[src/rtl/ofs_plat_ccip_mmio_rd_watchdog_pkg.sv]
// ----------------------------------------------------------------------------
// ofs_plat_ccip_mmio_rd_watchdog_pkg
//
// Purpose: shared CCI-P MMIO types for the MMIO read watchdog and its tid
//          FIFO. The MMIO tid and data widths are defined once here and
//          imported by every file of the block.
//
// Contents:
//   CCIP_MMIO_TID_WIDTH   - MMIO transaction id width (9)
//   CCIP_MMIO_DATA_WIDTH  - MMIO read data width (64)
//   t_ccip_mmio_tid       - MMIO tid type
//   t_ccip_mmio_data      - MMIO read data type
//   t_wd_state            - watchdog FSM state encoding
// ----------------------------------------------------------------------------
package ofs_plat_ccip_mmio_rd_watchdog_pkg;

  localparam int CCIP_MMIO_TID_WIDTH  = 9;
  localparam int CCIP_MMIO_DATA_WIDTH = 64;

  typedef logic [CCIP_MMIO_TID_WIDTH-1:0]  t_ccip_mmio_tid;
  typedef logic [CCIP_MMIO_DATA_WIDTH-1:0] t_ccip_mmio_data;

  typedef enum logic {
    WD_EMPTY = 1'b0,
    WD_WAIT  = 1'b1
  } t_wd_state;

endpackage

[src/rtl/ofs_plat_ccip_mmio_tid_fifo.sv]
// ----------------------------------------------------------------------------
// ofs_plat_ccip_mmio_tid_fifo
//
// Purpose: in-order FIFO of outstanding MMIO read tids. The head entry is
//          visible combinationally so the watchdog can compare it against
//          AFU responses in the same cycle.
//
// Ports:
//   clk, reset_n  - clock, synchronous active-low reset
//   push_i        - write push_tid_i (dropped when full unless popping too)
//   push_tid_i    - tid to enqueue
//   pop_i         - remove the head entry (ignored when empty)
//   head_o        - tid at the head of the FIFO
//   full_o        - DEPTH entries held
//   empty_o       - no entries held
//   count_o       - number of entries held (0..DEPTH)
// ----------------------------------------------------------------------------
module ofs_plat_ccip_mmio_tid_fifo
  import ofs_plat_ccip_mmio_rd_watchdog_pkg::*;
#(
  parameter int DEPTH = 64
) (
  input  logic                   clk,
  input  logic                   reset_n,
  input  logic                   push_i,
  input  t_ccip_mmio_tid         push_tid_i,
  input  logic                   pop_i,
  output t_ccip_mmio_tid         head_o,
  output logic                   full_o,
  output logic                   empty_o,
  output logic [$clog2(DEPTH):0] count_o
);

  localparam int AW = $clog2(DEPTH);
  localparam logic [AW:0] PTR_ONE = (AW+1)'(1);

  t_ccip_mmio_tid mem_q [DEPTH];
  logic [AW:0]    wr_ptr_q, wr_ptr_d;
  logic [AW:0]    rd_ptr_q, rd_ptr_d;
  logic           do_push, do_pop;

  // Pointers carry one extra bit so that equal low bits distinguish
  // full (MSBs differ) from empty (MSBs equal).
  assign empty_o = (wr_ptr_q == rd_ptr_q);
  assign full_o  = (wr_ptr_q[AW] != rd_ptr_q[AW]) &&
                   (wr_ptr_q[AW-1:0] == rd_ptr_q[AW-1:0]);
  assign count_o = wr_ptr_q - rd_ptr_q;
  assign head_o  = mem_q[rd_ptr_q[AW-1:0]];

  // A push into a full FIFO still fits when the head leaves the same cycle.
  assign do_pop  = pop_i && !empty_o;
  assign do_push = push_i && (!full_o || do_pop);

  assign wr_ptr_d = do_push ? (wr_ptr_q + PTR_ONE) : wr_ptr_q;
  assign rd_ptr_d = do_pop  ? (rd_ptr_q + PTR_ONE) : rd_ptr_q;

  always_ff @(posedge clk) begin
    if (!reset_n) begin
      wr_ptr_q <= '0;
      rd_ptr_q <= '0;
    end else begin
      wr_ptr_q <= wr_ptr_d;
      rd_ptr_q <= rd_ptr_d;
    end
  end

  // Storage carries no reset; validity is defined by the pointers alone.
  always_ff @(posedge clk) begin
    if (do_push) begin
      mem_q[wr_ptr_q[AW-1:0]] <= push_tid_i;
    end
  end

endmodule

[src/rtl/ofs_plat_ccip_mmio_rd_watchdog.sv]
// ----------------------------------------------------------------------------
// ofs_plat_ccip_mmio_rd_watchdog
//
// Purpose: tracks host MMIO reads in arrival order and guarantees every read
//          gets exactly one response. AFU responses matching the oldest
//          outstanding tid are forwarded; if the AFU stays silent for
//          TIMEOUT_CYCLES on the oldest read, a synthetic response carrying
//          TIMEOUT_DATA is generated instead.
//
// Ports:
//   clk, reset_n                     - clock, synchronous active-low reset
//   fiu_rd_valid / fiu_rd_tid        - MMIO read request from host
//   afu_rsp_valid / _tid / _data     - MMIO read response from AFU
//   fiu_rsp_valid / _tid / _data     - registered response toward host
//   outstanding                      - reads currently tracked
//   err_timeout                      - sticky: a read timed out
//   err_overflow                     - sticky: a read was dropped (FIFO full)
//   err_stray                        - sticky: an AFU response was dropped
// ----------------------------------------------------------------------------
module ofs_plat_ccip_mmio_rd_watchdog
  import ofs_plat_ccip_mmio_rd_watchdog_pkg::*;
#(
  parameter int              DEPTH          = 64,
  parameter int              TIMEOUT_CYCLES = 512,
  parameter t_ccip_mmio_data TIMEOUT_DATA   = 64'hFFFF_FFFF_FFFF_FFFF
) (
  input  logic                   clk,
  input  logic                   reset_n,
  input  logic                   fiu_rd_valid,
  input  t_ccip_mmio_tid         fiu_rd_tid,
  input  logic                   afu_rsp_valid,
  input  t_ccip_mmio_tid         afu_rsp_tid,
  input  t_ccip_mmio_data        afu_rsp_data,
  output logic                   fiu_rsp_valid,
  output t_ccip_mmio_tid         fiu_rsp_tid,
  output t_ccip_mmio_data        fiu_rsp_data,
  output logic [$clog2(DEPTH):0] outstanding,
  output logic                   err_timeout,
  output logic                   err_overflow,
  output logic                   err_stray
);

  localparam int              AW         = $clog2(DEPTH);
  localparam int              TW         = $clog2(TIMEOUT_CYCLES) + 1;
  localparam logic [TW-1:0]   TIMER_LAST = TW'(TIMEOUT_CYCLES - 1);
  localparam logic [TW-1:0]   TIMER_ONE  = TW'(1);
  localparam logic [AW:0]     CNT_ONE    = (AW+1)'(1);

  t_wd_state       state_q, state_d;
  logic [TW-1:0]   timer_q, timer_d;
  logic            rsp_valid_q;
  t_ccip_mmio_tid  rsp_tid_q;
  t_ccip_mmio_data rsp_data_q;
  logic            err_timeout_q, err_overflow_q, err_stray_q;

  t_ccip_mmio_tid  head_tid;
  logic            fifo_full, fifo_empty;
  logic [AW:0]     fifo_count;

  logic            head_vld, afu_match, afu_stray, expire, pop, push_ok, overflow;

  ofs_plat_ccip_mmio_tid_fifo #(
    .DEPTH (DEPTH)
  ) u_tid_fifo (
    .clk        (clk),
    .reset_n    (reset_n),
    .push_i     (fiu_rd_valid),
    .push_tid_i (fiu_rd_tid),
    .pop_i      (pop),
    .head_o     (head_tid),
    .full_o     (fifo_full),
    .empty_o    (fifo_empty),
    .count_o    (fifo_count)
  );

  // Pop decision: a matching AFU response always beats a same-cycle expiry.
  always_comb begin
    head_vld  = (state_q == WD_WAIT);
    afu_match = afu_rsp_valid && head_vld && (afu_rsp_tid == head_tid);
    afu_stray = afu_rsp_valid && !afu_match;
    expire    = head_vld && (timer_q == TIMER_LAST) && !afu_match;
    pop       = afu_match || expire;
    push_ok   = fiu_rd_valid && (!fifo_full || pop);
    overflow  = fiu_rd_valid && !push_ok;
  end

  always_comb begin
    state_d = state_q;
    case (state_q)
      WD_EMPTY: if (push_ok) state_d = WD_WAIT;
      WD_WAIT:  if (pop && !push_ok && (fifo_count == CNT_ONE)) state_d = WD_EMPTY;
      default:  state_d = WD_EMPTY;
    endcase
  end

  // Head timer restarts whenever a new tid becomes head and saturates at the
  // expiry value, so it cannot wrap even if the pop were somehow suppressed.
  always_comb begin
    timer_d = timer_q;
    if (!head_vld || pop) begin
      timer_d = '0;
    end else if (timer_q != TIMER_LAST) begin
      timer_d = timer_q + TIMER_ONE;
    end
  end

  always_ff @(posedge clk) begin
    if (!reset_n) begin
      state_q        <= WD_EMPTY;
      timer_q        <= '0;
      rsp_valid_q    <= 1'b0;
      rsp_tid_q      <= '0;
      rsp_data_q     <= '0;
      err_timeout_q  <= 1'b0;
      err_overflow_q <= 1'b0;
      err_stray_q    <= 1'b0;
    end else begin
      state_q        <= state_d;
      timer_q        <= timer_d;
      rsp_valid_q    <= pop;
      if (pop) begin
        rsp_tid_q    <= head_tid;
        rsp_data_q   <= afu_match ? afu_rsp_data : TIMEOUT_DATA;
      end
      err_timeout_q  <= err_timeout_q  | expire;
      err_overflow_q <= err_overflow_q | overflow;
      err_stray_q    <= err_stray_q    | afu_stray;
    end
  end

  assign fiu_rsp_valid = rsp_valid_q;
  assign fiu_rsp_tid   = rsp_tid_q;
  assign fiu_rsp_data  = rsp_data_q;
  assign outstanding   = fifo_count;
  assign err_timeout   = err_timeout_q;
  assign err_overflow  = err_overflow_q;
  assign err_stray     = err_stray_q;

`ifndef SYNTHESIS
  // Simulation-only sanity checks, armed once reset has been seen.
  logic rst_seen_q;
  always_ff @(posedge clk) begin
    if (!reset_n) begin
      rst_seen_q <= 1'b1;
    end
    if (rst_seen_q && reset_n) begin
      assert (!$isunknown(fiu_rsp_valid));
      assert (head_vld == !fifo_empty);
    end
  end
`endif

endmodule

[config.mk]
export PLATFORM = sky130hd
export DESIGN_NAME = ofs_plat_ccip_mmio_rd_watchdog
export DESIGN_NICKNAME = d
export VERILOG_FILES = /design/src/rtl/ofs_plat_ccip_mmio_rd_watchdog_pkg.sv /design/src/rtl/ofs_plat_ccip_mmio_tid_fifo.sv /design/src/rtl/ofs_plat_ccip_mmio_rd_watchdog.sv
export SDC_FILE = /design/constraint.sdc
export NUM_CORES = 1
export LEC_CHECK = 0
export ABC_AREA = 1
export CAP_MARGIN = 20
export CORE_MARGIN = 3
export CORE_UTILIZATION = 47
export CTS_CLUSTER_DIAMETER = 60
export DETAILED_ROUTE_END_ITERATION = 8
export PLACE_DENSITY = 0.73
export SYNTH_ARGS = -nofsm -noshare
export SYNTH_HDL_FRONTEND = slang
export SYNTH_SLANG_ARGS = --single-unit
[constraint.sdc]
create_clock -name clk -period 6.21 [get_ports clk]
set_input_delay 1.242 -clock clk [delete_from_list [all_inputs] [get_ports clk]]
set_output_delay 1.242 -clock clk [all_outputs]
set_load 0.01 [all_outputs]
==> run_results.csv <==
group,metric,value,unit
synthesis,synth.distinct_cells,34,
sta,worstMarginPinSlew,1.09,ns
place,gp_congestion,0.939,
pwr,p_leak,0.0117,uW
final_layout,regArea,19500,um^2
global_route,grt_pass1_wl,115000,um
global_route,antenna_found_initial,0,
floorplan,row_count,88,
synthesis,postSynth.asyncResetShare,0,%
clocking,cts_made_buffers,72,
clocking,hold_buffers,0,
critical_path,endpoint_kind,"register",
sta,whs,0.457,ns
critical_path,crit_required,6.73,ns
floorplan,ios,170,
final_layout,synthToLayoutAreaGrowth,15.5,%
synthesis,synth-main-ff-cell,"edfxtp_1",
floorplan,start_util,48.1,%
run,max_cap_violations,0,
final_layout,fin_nets,2840,
clocking,htreeDepth,3,
clocking,clock_path_buffers,3,
critical_path,r2r_end,"timer_q[2]",
critical_path,crit_type,"reg -> reg",
clocking,cts_sinks,684,
critical_path,arrival,5.63,ns
drt,dr.pass1.iters,6,
hold_path,hold_start,"fiu_rsp_tid[2]",
floorplan,core-area,58400,um^2
clocking,cts_tree,"built",
synthesis,synth_cells,2626,
floorplan,die_x,250,um
critical_path,reg2reg_depth,21,
clocking,post_cts_resized,0,
clocking,cts_setup_buffers,0,
final_layout,num_antenna_cells,0,
sta,fmax,0.196,GHz
drt,viasPerCell,5.64,
place,io_buffers,169,
sta,slew_violations,0,
floorplan,die_h,250,um
synthesis,syn-cell-area,28100,um^2
hold_path,hold_depth,2,
sta,rsz0062_at_grt,"no",
final_layout,multi_input_area,7600,um^2
drt,routed_wl,75600,um
sta,max-slew-margin-rel,26.8,%
drt,drt_first_iter_violations,2354,
synthesis,synthDominantCellAreaShare,61.7,%
final_layout,drive_gt1_share,5.29,%
sta,finalCriticalPeriod,5.11,ns
drt,ant_nets,0,
sta,finalHoldViolCount,0,
final_layout,fill_cells,4878,
synthesis,syn-num-nets,2722,
sta,finalCritPeriodShare,82.3,%
global_route,grt_pass1_vias,19600,
critical_path,worst-path-max-fanout,91,
synthesis,ys_seq_elements,684,
pwr,peakVddDrop,0.000246,V
synthesis,syn_avg_cell_area,10.7,um^2
clocking,clk-insertion-delay-late,0.62,ns
hold_path,holdCritPathClass,"reg -> reg",
synthesis,synth_edf_count,576,
place,dp_hpwl,45600,um
hold_path,hold_end,"fiu_rsp_tid[2]",
sta,tns,0,ns
critical_path,r2r_slack,1.10,ns
sta,skew,0.0314,ns
synthesis,yosysWarnings,0,
clocking,ctsRootBufferMaster,"clkbuf_16",
global_route,grt-ovfl-total,0,
global_route,track_usage,23.8,%
synthesis,netlist_top_cells_area,"edfxtp_1 (62%), nand2_1 (11%), nand3_1 (9.2%), dfxtp_1 (7.7%), nor2_1 (3.1%)",
run_status,status,"complete, no violations",
sta,setup_violations,0,
critical_path,start_kind,"register",
synthesis,yosysTopAreaCell,"edfxtp_1",
clocking,clk_pin_slew_worst_paths,0.06,ns
synthesis,ys_seq_area_share,69.4,%
drt,wl_per_cell,21.2,um
drt,num_vias,20100,
drt,drc,0,
pwr,p_per_area,290,nW/um^2
floorplan,die-area,62700,um^2
global_route,grt_max_degree,206,
[stage by stage]
step | total power (uW) | util (%) | cells | setup WS [ns] | cell area, um^2
6_report | 9380 | 55.5 | 3562 | 1.10 | 32400
5_1_grt | 9630 | 55.5 | 3562 | 0.630 | 32400
4_1_cts | 9420 | 55.5 | 3561 | 1.17 | 32400
3_5_place_dp | 5350 | 51.6 | 3434 | 1.23 | 30100
3_3_place_gp | 5340 | 51.6 | 3433 | 1.41 | 30100
2_1_floorplan | 5170 | - | 2626 | 2.95 | 28100
[Yosys cell counts (2+ instances only)]
cell,number
nand2_2,8
inv_1,46
nand4_1,9
buf_4,10
buf_6,12
a21oi_1,19
buf_2,69
buf_1,19
nand3_1,516
nor4_1,3
dfxtp_1,108
edfxtp_1,576
nand2_4,2
nand2_1,839
ha_1,9
inv_4,2
o21ai_0,57
clkbuf_1,35
xor2_1,10
nor2_1,230
clkinv_1,5
o21ai_1,12
xnor2_1,8
nand3b_1,7
nor3_1,6
[placed cells by master, fill, tap and decap left out, types with 9 or more instances in the layout]
master,count
a21oi_1,19
edfxtp_1,576
nand3_1,516
clkbuf_1,23
o21ai_0,57
dfxtp_1,105
ha_1,9
clkdlybuf4s50_1,160
o21ai_1,12
xor2_1,10
clkbuf_16,73
buf_4,20
nand4_1,9
nor2_1,230
clkinv_1,12
inv_1,46
nand2_1,839
[cells by family (layout without fill, tap and decap cells)]
logic type,Yosys count,after routing,share of synthesized area [%]
XOR/XNOR,18,18,0.562
AO/OA/AOI/OAI,88,88,1.57
adder cells (fa/ha/maj),10,10,0.473
buffers and inverters,201,372,3.53
flip-flops,684,684,69.4
AND/OR/NAND/NOR,1625,1625,24.5
[sequential cells by signal, indices dropped and copies added, names as in the netlist, named ones only]
name,cells
fiu_rsp_valid,1
u_tid_fifo.rd_ptr_q,7
err_overflow,1
err_timeout,1
u_tid_fifo.mem_q,576
timer_q,10
fiu_rsp_tid,9
head_vld,1
fiu_rsp_data,64
u_tid_fifo.wr_ptr_q,7
err_stray,1
[layer usage]
| metal | vias to the layer above | global-route usage [%] | routed length, um |
|---|---|---|---|
| li1 | 9254 | - | - |
| met1 | 9693 | 31.3 | 29600 |
| met2 | 950 | 39.5 | 37000 |
| met3 | 189 | 3.69 | 5730 |
| met4 | 0 | 10.1 | 3300 |
| met5 | - | 0 | 0 |
[power by group]
group | leakage, uW | internal [uW] | switching, uW
Clock | 0.00109 | 2380 | 1750
Combinational | 0.00451 | 83.1 | 178
Sequential | 0.00605 | 4990 | 6.81
Total | 0.0117 | 7450 | 1940
[critical path, cell delays in order, from the launching register on]
cell and delay [ns]:
dfxtp_4 0.69, inv_4 0.43, buf_12 0.39, nand3_1 0.14, nand3_1 0.10, nand2_1 0.10, nand2_1 0.08, nand3_1 0.17
nand3_1 0.18, nand2_1 0.12, nand2_1 0.08, nand2_1 0.06, inv_1 0.03, nand2_1 0.06, nor2_1 0.06, nand3_2 0.09
buf_4 0.51, nand2_4 0.52, nor2_2 0.19, buf_4 0.28, nand2_1 0.31, a21oi_1 0.22
[area by class of cell]
class	count	area share, %
Inverter	55	0.676
Clock inverter	28	0.919
Multi-Input combinational cell	1741	23.5
Timing Repair Buffer	190	5.86
Tap cell	765	2.96
Sequential cell	684	60.1
Clock buffer	99	6.01
[worst max path at each step]
| stage | to | slack (ns) | cells after the start |
|---|---|---|---|
| finish | timer_q[2] | 1.10 | 21 |
| global route | timer_q[5] | 0.63 | 21 |
| floorplan | outstanding[6] | 2.95 | 9 |
| global placement | timer_q[8] | 1.41 | 20 |
| CTS | timer_q[6] | 1.17 | 20 |
| detailed placement | timer_q[6] | 1.23 | 20 |
No activity file was read; power rests on OpenSTA's default activity.
